`config.mk`:
```
export PLATFORM = sky130hd
export DESIGN_NAME = vmem_seq_flat
export DESIGN_NICKNAME = d
export VERILOG_FILES = /design/src/rtl/vmem_seq_if.sv /design/src/rtl/vmem_seq.sv /design/src/flat_wrapper.sv
export SDC_FILE = /design/constraint.sdc
export NUM_CORES = 1
export LEC_CHECK = 0
export BUFFER_PORTS_ARGS = -buffer_cell sky130_fd_sc_hd__buf_2
export CAP_MARGIN = 20
export CORE_AREA = 2 2 244 246
export CTS_CLUSTER_SIZE = 10
export DETAILED_ROUTE_END_ITERATION = 7
export DIE_AREA = 0 0 246 248
export PLACE_DENSITY = 0.7
export SKIP_CTS_REPAIR_TIMING = 1
export SLEW_MARGIN = 20
export SYNTH_ARGS = -nofsm -noshare
export SYNTH_HDL_FRONTEND = slang
export SYNTH_SLANG_ARGS = --single-unit
```
`constraint.sdc`:
```
create_clock -name Clk1 -period 2 [get_ports Clk1]
set_clock_uncertainty 0.15 [all_clocks]
set_input_delay 0.3 -clock Clk1 [delete_from_list [all_inputs] [get_ports Clk1]]
set_output_delay 0.3 -clock Clk1 [all_outputs]
set_load 0.005 [all_outputs]
```
`src/rtl/vmem_seq_if.sv`:
```
// Handshake and memory-port bundle between the vector controller, the memory
// and the vmem_seq transfer sequencer.
interface vmem_seq_if #(
    parameter int AW    = 16,
    parameter int DW    = 16,
    parameter int NELEM = 16
);
    logic                  Start;
    logic [1:0]            Op;
    logic [AW-1:0]         Base;
    logic [AW-1:0]         Stride;
    logic                  Abort;
    logic [NELEM*DW-1:0]   VecIn;
    logic [DW-1:0]         SclIn;
    logic [DW-1:0]         DataIn;
    logic [AW-1:0]         Addr;
    logic                  RD;
    logic                  WR;
    logic [DW-1:0]         DataOut;
    logic [NELEM*DW-1:0]   VecOut;
    logic                  VecWE;
    logic                  Busy;
    logic                  Done;
    logic                  Err;

    modport master (
        output Start, Op, Base, Stride, Abort, VecIn, SclIn, DataIn,
        input  Addr, RD, WR, DataOut, VecOut, VecWE, Busy, Done, Err
    );

    modport slave (
        input  Start, Op, Base, Stride, Abort, VecIn, SclIn, DataIn,
        output Addr, RD, WR, DataOut, VecOut, VecWE, Busy, Done, Err
    );
endinterface

```
`src/rtl/vmem_seq.sv`:
```
// Vector memory-transfer sequencer: vld / vst / sst over the shared memory port,
// with configurable element count, element width and address stride.
module vmem_seq #(
    parameter int AW    = 16,
    parameter int DW    = 16,
    parameter int NELEM = 16,
    parameter int CW    = 5
) (
    input  logic        Clk1,
    input  logic        Reset,
    vmem_seq_if.slave   bus
);
    localparam int IW = (NELEM > 1) ? $clog2(NELEM) : 1;

    localparam logic [1:0] OP_VLD = 2'b00;
    localparam logic [1:0] OP_SST = 2'b10;
    localparam logic [1:0] OP_ILL = 2'b11;

    typedef enum logic [1:0] {IDLE, XFER, DRAIN, FIN} state_t;

    typedef struct packed {
        logic [1:0]    op;
        logic [AW-1:0] stride;
        logic [DW-1:0] scl;
    } cmd_t;

    state_t                      state_q, state_d;
    cmd_t                        cmd_q;
    logic [NELEM-1:0][DW-1:0]    vec_q;
    logic [NELEM-1:0][DW-1:0]    vec_out_q;
    logic [CW-1:0]               cnt_q;
    logic [AW-1:0]               addr_q;
    logic                        rd_q;
    logic [IW-1:0]               cap_idx_q;
    logic                        err_q;
    logic                        abort_q;

    logic is_vld, is_sst, last, accept, illegal;
    logic rd, wr, busy, done, vec_we;

    assign is_vld  = (cmd_q.op == OP_VLD);
    assign is_sst  = (cmd_q.op == OP_SST);
    assign last    = is_sst || (cnt_q == CW'(NELEM-1));
    assign accept  = (state_q == IDLE) && bus.Start && (bus.Op != OP_ILL);
    assign illegal = (state_q == IDLE) && bus.Start && (bus.Op == OP_ILL);

    always_ff @(posedge Clk1) begin
        if (Reset) state_q <= IDLE;
        else       state_q <= state_d;
    end

    always_comb begin
        state_d = state_q;
        rd      = 1'b0;
        wr      = 1'b0;
        busy    = 1'b0;
        done    = 1'b0;
        vec_we  = 1'b0;
        case (state_q)
            IDLE: if (accept) state_d = XFER;
            XFER: begin
                busy = 1'b1;
                rd   = is_vld;
                wr   = !is_vld;
                if (bus.Abort)  state_d = FIN;
                else if (last)  state_d = is_vld ? DRAIN : FIN;
            end
            DRAIN: begin
                busy    = 1'b1;
                state_d = FIN;
            end
            FIN: begin
                done    = 1'b1;
                vec_we  = is_vld && !abort_q;
                state_d = IDLE;
            end
            default: state_d = IDLE;
        endcase
    end

    always_ff @(posedge Clk1) begin
        if (Reset) begin
            cmd_q     <= '0;
            vec_q     <= '0;
            vec_out_q <= '0;
            cnt_q     <= '0;
            addr_q    <= '0;
            rd_q      <= 1'b0;
            cap_idx_q <= '0;
            err_q     <= 1'b0;
            abort_q   <= 1'b0;
        end else begin
            err_q <= illegal;
            if (accept) begin
                cmd_q.op     <= bus.Op;
                cmd_q.stride <= bus.Stride;
                cmd_q.scl    <= bus.SclIn;
                vec_q        <= bus.VecIn;
                cnt_q        <= '0;
                addr_q       <= bus.Base;
                abort_q      <= 1'b0;
            end else if (state_q == XFER) begin
                cnt_q  <= cnt_q + 1'b1;
                addr_q <= addr_q + cmd_q.stride;
            end
            if ((state_q == XFER || state_q == DRAIN) && bus.Abort)
                abort_q <= 1'b1;
            // Read data returns one cycle after RD; track which element it belongs to.
            rd_q      <= rd;
            cap_idx_q <= cnt_q[IW-1:0];
            if (rd_q)
                vec_out_q[cap_idx_q] <= bus.DataIn;
        end
    end

    assign bus.Addr    = addr_q;
    assign bus.RD      = rd;
    assign bus.WR      = wr;
    assign bus.DataOut = wr ? (is_sst ? cmd_q.scl : vec_q[cnt_q[IW-1:0]]) : '0;
    assign bus.VecOut  = vec_out_q;
    assign bus.VecWE   = vec_we;
    assign bus.Busy    = busy;
    assign bus.Done    = done;
    assign bus.Err     = err_q;
endmodule

```
`src/flat_wrapper.sv`:
```
// flat-port wrapper written by rule: the top's interface ports become plain ports
module vmem_seq_flat 
#(
    parameter int AW    = 16,
    parameter int DW    = 16,
    parameter int NELEM = 16,
    parameter int CW    = 5
)
  (Clk1, Reset, bus_Start, bus_Op, bus_Base, bus_Stride, bus_Abort, bus_VecIn, bus_SclIn, bus_DataIn, bus_Addr, bus_RD, bus_WR, bus_DataOut, bus_VecOut, bus_VecWE, bus_Busy, bus_Done, bus_Err);
  vmem_seq_if #(.AW(AW), .DW(DW), .NELEM(NELEM)) bus_i ();
  input  logic Clk1;
  input  logic Reset;
  input wire logic [$bits(bus_i.Start)-1:0] bus_Start;
  input wire logic [$bits(bus_i.Op)-1:0] bus_Op;
  input wire logic [$bits(bus_i.Base)-1:0] bus_Base;
  input wire logic [$bits(bus_i.Stride)-1:0] bus_Stride;
  input wire logic [$bits(bus_i.Abort)-1:0] bus_Abort;
  input wire logic [$bits(bus_i.VecIn)-1:0] bus_VecIn;
  input wire logic [$bits(bus_i.SclIn)-1:0] bus_SclIn;
  input wire logic [$bits(bus_i.DataIn)-1:0] bus_DataIn;
  output wire logic [$bits(bus_i.Addr)-1:0] bus_Addr;
  output wire logic [$bits(bus_i.RD)-1:0] bus_RD;
  output wire logic [$bits(bus_i.WR)-1:0] bus_WR;
  output wire logic [$bits(bus_i.DataOut)-1:0] bus_DataOut;
  output wire logic [$bits(bus_i.VecOut)-1:0] bus_VecOut;
  output wire logic [$bits(bus_i.VecWE)-1:0] bus_VecWE;
  output wire logic [$bits(bus_i.Busy)-1:0] bus_Busy;
  output wire logic [$bits(bus_i.Done)-1:0] bus_Done;
  output wire logic [$bits(bus_i.Err)-1:0] bus_Err;
  assign bus_i.Start = bus_Start;
  assign bus_i.Op = bus_Op;
  assign bus_i.Base = bus_Base;
  assign bus_i.Stride = bus_Stride;
  assign bus_i.Abort = bus_Abort;
  assign bus_i.VecIn = bus_VecIn;
  assign bus_i.SclIn = bus_SclIn;
  assign bus_i.DataIn = bus_DataIn;
  assign bus_Addr = bus_i.Addr;
  assign bus_RD = bus_i.RD;
  assign bus_WR = bus_i.WR;
  assign bus_DataOut = bus_i.DataOut;
  assign bus_VecOut = bus_i.VecOut;
  assign bus_VecWE = bus_i.VecWE;
  assign bus_Busy = bus_i.Busy;
  assign bus_Done = bus_i.Done;
  assign bus_Err = bus_i.Err;
  vmem_seq #(.AW(AW), .DW(DW), .NELEM(NELEM), .CW(CW)) u_core (.Clk1(Clk1), .Reset(Reset), .bus(bus_i));
endmodule
```
## Word level (Yosys, flattened, before mapping)

Cells that the tools add are included.

- Flip-flop bits (word level): 576
- Output and inout bits: 294

- Add/subtract/negate cells: 2
- Order comparisons: 3
- Eq/ne operators: 9
- Muxes and demuxes: 21
- Reduce and logical (&&, ||, !) cells: 17

Operators with widths:

| cell | number |
|---|---|
| 256-bit bitwise mux | 1 |
| 16-bit two-way mux | 6 |
| 16-bit binary-select mux with 4-bit select | 1 |
| 16-bit demux with 4-bit select | 1 |
| 16-bit adder | 1 |
| 4-bit by 5-bit less-than comparator with 1-bit output, second input constant | 2 |
| 2-bit == test, second input constant | 4 |
| 1-bit two-way mux | 8 |
| 2-bit case mux with 4 select lines | 1 |
| 1-bit logical AND | 6 |
| 2-bit two-way mux | 3 |
| 5-bit by 1-bit adder with 5-bit output, second input constant | 1 |
| 5-bit by 4-bit == test with 1-bit output, second input constant | 1 |
| 4-bit by 1-bit greater-or-equal comparator with 1-bit output, second input constant | 1 |
| 2-bit logical NOT | 2 |
| 2-bit nonzero test | 2 |
| 2-bit OR reduction | 2 |
| 3-bit by 2-bit != test with 1-bit output, second input constant | 1 |
| 2-bit by 1-bit == test with 1-bit output, second input constant | 1 |
| 1-bit logical NOT | 2 |
| 1-bit logical OR | 2 |
| 2-bit by 1-bit != test with 1-bit output, second input constant | 1 |
| 2-bit != test, second input constant | 1 |
| 2-bit AND reduction | 1 |

## Logic depth before layout (Yosys ltp)

- Depth after elaboration: 5
- Mapped depth: 8
- Mapped depth without buffers: 7

## Worst setup path after synthesis

OpenSTA, ideal clock, no wires.

- Kind: register to register
- Start point: register u_core.addr_q[0] (netlist: u_core.bus.Addr[0])
- End point: register u_core.addr_q[10] (netlist: u_core.bus.Addr[10])
- Arrival: 1,904 ps
- Required time: 1,755 ps
- Path slack: -149 ps
- Stages on the path, launching flop included: 8
- Period minus slack after synthesis: 2,149 ps
- Path through: dfxtp_1 > ha_1 > fa_1 > a211oi_1 > o21ai_2 > a21oi_1 > xor2_1 > a221oi_1

- Word-level cells in the longest chain between the ends: 3

RTL lines:

| item | line | RTL |
|---|---|---|
| start, declared | vmem_seq.sv:32 | `logic [AW-1:0] addr_q;` |
| start signal, assigned | vmem_seq.sv:100 | `addr_q <= bus.Base;` |
| start signal, assigned | vmem_seq.sv:104 | `addr_q <= addr_q + cmd_q.stride;` |
| 16-bit adder | vmem_seq.sv:104 |  |
| 16-bit two-way mux | vmem_seq.sv:102 | `end else if (state_q == XFER) begin` |
| 16-bit two-way mux | vmem_seq.sv:94 | `if (accept) begin` |

Every way passes these cells. The select of a mux whose other input is x is not followed.
A chain may end at the register's enable or synchronous reset.

## Final worst setup path

- Start point: register u_core.cnt_q[0]
- End point: output bus_DataOut[14]

- Word-level cells in the longest chain between the ends: 4

RTL lines:

| item | line | RTL |
|---|---|---|
| start, declared | vmem_seq.sv:31 | `logic [CW-1:0] cnt_q;` |
| start signal, assigned | vmem_seq.sv:103 | `cnt_q <= cnt_q + 1'b1;` |
| 16-bit binary-select mux with 4-bit select | vmem_seq.sv:119 | `assign bus.DataOut = wr ? (is_sst ? cmd_q.scl : vec_q[cnt_q[IW-1:0]]) : '0;` |
| 16-bit two-way mux (implied by the code) | vmem_seq.sv:119 |  |
| 16-bit two-way mux (2 in a row) | vmem_seq.sv:119 |  |
| end, declared | flat_wrapper.sv:24 | `output wire logic [$bits(bus_i.DataOut)-1:0] bus_DataOut;` |

Every way passes these cells. The select of a mux whose other input is x is not followed.

==> impl_metrics.csv <==
group,metric,value,unit
sta,post-route-period-util,147.0,%
yosys,syn_area,0.02325,sq mm
pwr,power,34220,uW
sta,worstMarginPinSlew,0.6337,ns
yosys,synth_top_cells_by_area,"dfxtp_1, nand2_1, a21oi_1",
critical_path,reg2reg_depth,9,
critical_path,crit_start,"u_core.cnt_q[0]",
clocking,clock-sinks,576,
drt,antenna_left,0,
drt,drt_iter0_drc,2289,
yosys,synth-edff-count,0,
floorplan,rows,89,
finish,final_nets,4178,
critical_path,r2r_setup_slack,-0.21,ns
finish,regArea,0.01156,sq mm
yosys,ys.flop_type,"dfxtp_1",
yosys,synth_top_area_cell,"dfxtp_1",
run_status,failed_checks,"design-rule violations, negative hold slack, negative setup slack",
floorplan,initial_core_util,39.77,%
run_status,run_status,"finished with violations",
flow_run,drv_cap,0,
drt,via_per_inst,5.337,
floorplan,die_x,246,microns
drt,remaining_drc_errors,11,
pwr,power_frac_seq,39.5,%
drt,firstDrtPassIters,8,
critical_path,end_kind,"output port",
sta,holdWs,-0.002205,ns
critical_path,r2r_start,"u_core.cnt_q[0]",
grt,antenna_found_initial,3,
place,io_buffers,619,
floorplan,coreArea,0.05846,sq mm
clocking,path_clk_slew,0.06,ns
hold_path,hp-class,"in2reg",
drt,wl_per_cell,20.26,microns
grt,grt_first_pass_wirelength,122700,microns
sta,setup_viol,26,
clocking,clock_latency,0.60,ns
grt,grt_max_degree,107,
critical_path,worstSetupEndpoint,"bus_DataOut[14]",
pwr,p_int,23570,uW
grt,grt-ovfl-total,0,
pwr,p_sw_share,31.12,%
drt,wl,93650,microns
pwr,power_switching,10650,uW
floorplan,die_area,0.06101,sq mm
sta,slew_headroom,57.76,%
grt,grt_pass1_vias,20793,
critical_path,cp.arrival,2.49,ns
sta,rsz0062_at_grt,"true",
place,dp_hpwl,62750,microns
pwr,peakVddDrop,645.8,uV
yosys,yosysMostFrequentCell,"nand2_1",
floorplan,io_pins,620,
sta,slew_viol_final,0,
finish,fin_cells,4622,
yosys,async_flop_share,0,%
yosys,ys_types,69,
place,gp_congestion,0.9060,
critical_path,critPathMaxFanout,6,
place,placedCellCount,4210,
pwr,p_leak,0.01366,uW
yosys,synthesis.instances,2867,
critical_path,r2r_end,"u_core.state_q[0]",
pwr,p_comb_share,27.2,%
floorplan,die_height,248,microns
drt,routed-via-count,24668,
sta,setup_slack,-0.9393,ns
critical_path,worst_ep_required_time,1.55,ns
finish,multi_input_area,0.01107,sq mm
yosys,syn_nets,3215,
clocking,clk_path_buf_depth,3,
yosys,syn_avg_cell_area,8.109,sq um
yosys,seq_area_frac_synth,49.60,%
pwr,power.share.clock,33.3,%
clocking,clock-root-buffer,"clkbuf_16",
yosys,synthTopCellsByCount,"nand2_1, a21oi_1, dfxtp_1, clkbuf_1, buf_2",
finish,nFillCells,4888,
finish,drive_gt1_share,27.55,%
grt,grt.total_usage,26.22,%
sta,fmax,340.2,MHz
yosys,synth_top_cell_area_share,49.60,%
critical_path,path_class,"reg2out",
clocking,cts_buffers,69,
clocking,h-tree-depth,3,
sta,hold_viol_final,1,
yosys,ys_ff_latch,576,
pwr,power.density,1014,mW/mm^2
clocking,cts_tree,"done",
yosys,ys.warnings.count,0,
finish,area_growth,45.19,%
critical_path,start_kind,"register",
sta,period_needed,2.939,ns
-- logic make-up after synthesis --
| family | Yosys count | synth area share, % |
|---|---|---|
| AND/OR/NAND/NOR | 1255 | 21.50 |
| AO/OA/AOI/OAI | 661 | 14.94 |
| flip-flops | 576 | 49.60 |
| buffers and inverters | 240 | 4.483 |
| multiplexers | 103 | 7.879 |
| adder cells (fa/ha/maj) | 22 | 1.216 |
| XOR/XNOR | 10 | 0.3767 |
-- routing by layer --
layer / track usage (%) / up-vias / part of all wire, %
li1: - / 11456 / -
met1: 32.19 / 11512 / 37
met2: 43.09 / 1370 / 48
met3: 5.742 / 330 / 8.9
met4: 13.80 / 0 / 6.1
met5: 0 / - / 0
-- how the worst min path moves through the flow --
stage                                start                endpoint  cells after the start
detailed placement  u_core.bus.VecOut[153]  u_core.bus.VecOut[153]                      2
finish                        bus_Base[15]     u_core.bus.Addr[15]                      4
global route                 bus_DataIn[3]   u_core.bus.VecOut[51]                      3
floorplan                      bus_Base[6]      u_core.bus.Addr[6]                      2
global placement    u_core.bus.VecOut[225]  u_core.bus.VecOut[225]                      2
CTS                          bus_VecIn[55]        u_core.vec_q[55]                      3
-- cell usage in the layout, fill, tap and decap left out, types with 3 or more instances in the layout --
master	Yosys	final
dfxtp_1	576	562
buf_4	5	157
mux2i_2	0	3
clkinv_8	0	3
o211ai_1	5	5
xnor2_1	5	5
nor3_4	2	3
nor3_2	6	7
clkbuf_1	148	6
inv_1	9	7
ha_4	0	8
ha_1	21	12
buf_6	1	14
nand2b_1	5	5
a211oi_1	9	6
nand4_1	5	5
buf_12	0	30
dfxtp_2	0	10
nor2_2	5	5
a21oi_1	580	573
o21ai_0	22	14
nand2_1	1116	1116
a21oi_2	0	7
buf_2	68	613
mux2i_1	39	35
dlygate4sd3_1	0	305
o21ai_2	1	9
and3_1	8	8
nor2_1	52	50
o21ai_1	15	12
a211oi_2	2	3
mux4_2	64	64
xor2_1	5	5
nor2b_1	6	6
nand3_1	15	13
nor3_1	13	11
o21ai_4	0	3
clkbuf_16	0	72
dfxtp_4	0	4
-- per-stage QoR --
stage | cell area (sq um) | TNS [ns] | hold slack (ns) | util, % | setup slack [ns]
6_report | 33760 | -14.40 | -0.002205 | 57.74 | -0.9393
5_1_grt | 33750 | -17.03 | 0.003035 | 57.74 | -0.9898
4_1_cts | 30040 | -16.57 | -0.2509 | 51.39 | -1.015
3_5_place_dp | 28070 | -4.794 | 0.2930 | 48.01 | -0.3649
3_3_place_gp | 28070 | -4.332 | 0.2880 | 48.01 | -0.3749
2_1_floorplan | 23290 | -0.02163 | 0.2797 | - | -0.007209
-- critical path, cell delays in order, from the launching register on --
cell	delay, ns
dfxtp_4	0.42
buf_12	0.12
clkbuf_16	0.15
buf_12	0.13
mux4_2	0.54
mux2i_4	0.20
o21ai_0	0.16
buf_2	0.16
-- registers in the layout (all words and copies together), names as in the netlist --
register	flops
u_core.bus.VecOut	256
u_core.vec_q	256
u_core.cmd_q	34
u_core.bus.Addr	16
u_core.cnt_q	5
u_core.cap_idx_q	4
u_core.state_q	2
u_core.abort_q	1
u_core.bus.Err	1
u_core.rd_q	1
-- layout make-up --
type	count	share of cell area (%)
tap	773	2.865
clock inverter	9	0.4374
multi-input combinational	2051	32.81
antenna	2	0.01483
inverter	9	0.1075
clock buffer	79	5.412
sequential	576	34.24
timing repair buffer	1123	24.12
-- power groups by stage --
| stage | logic [uW] | registers, uW | clock network, uW |
|---|---|---|---|
| 2_1_floorplan | 4760 | 13300 | 0 |
| 3_3_place_gp | 7720 | 13700 | 0 |
| 3_5_place_dp | 7820 | 13600 | 0 |
| 4_1_cts | 7860 | 13400 | 11500 |
| 5_1_grt | 10000 | 13600 | 12000 |
| 6_report | 9310 | 13500 | 11400 |
No activity file was read; power rests on OpenSTA's default activity.
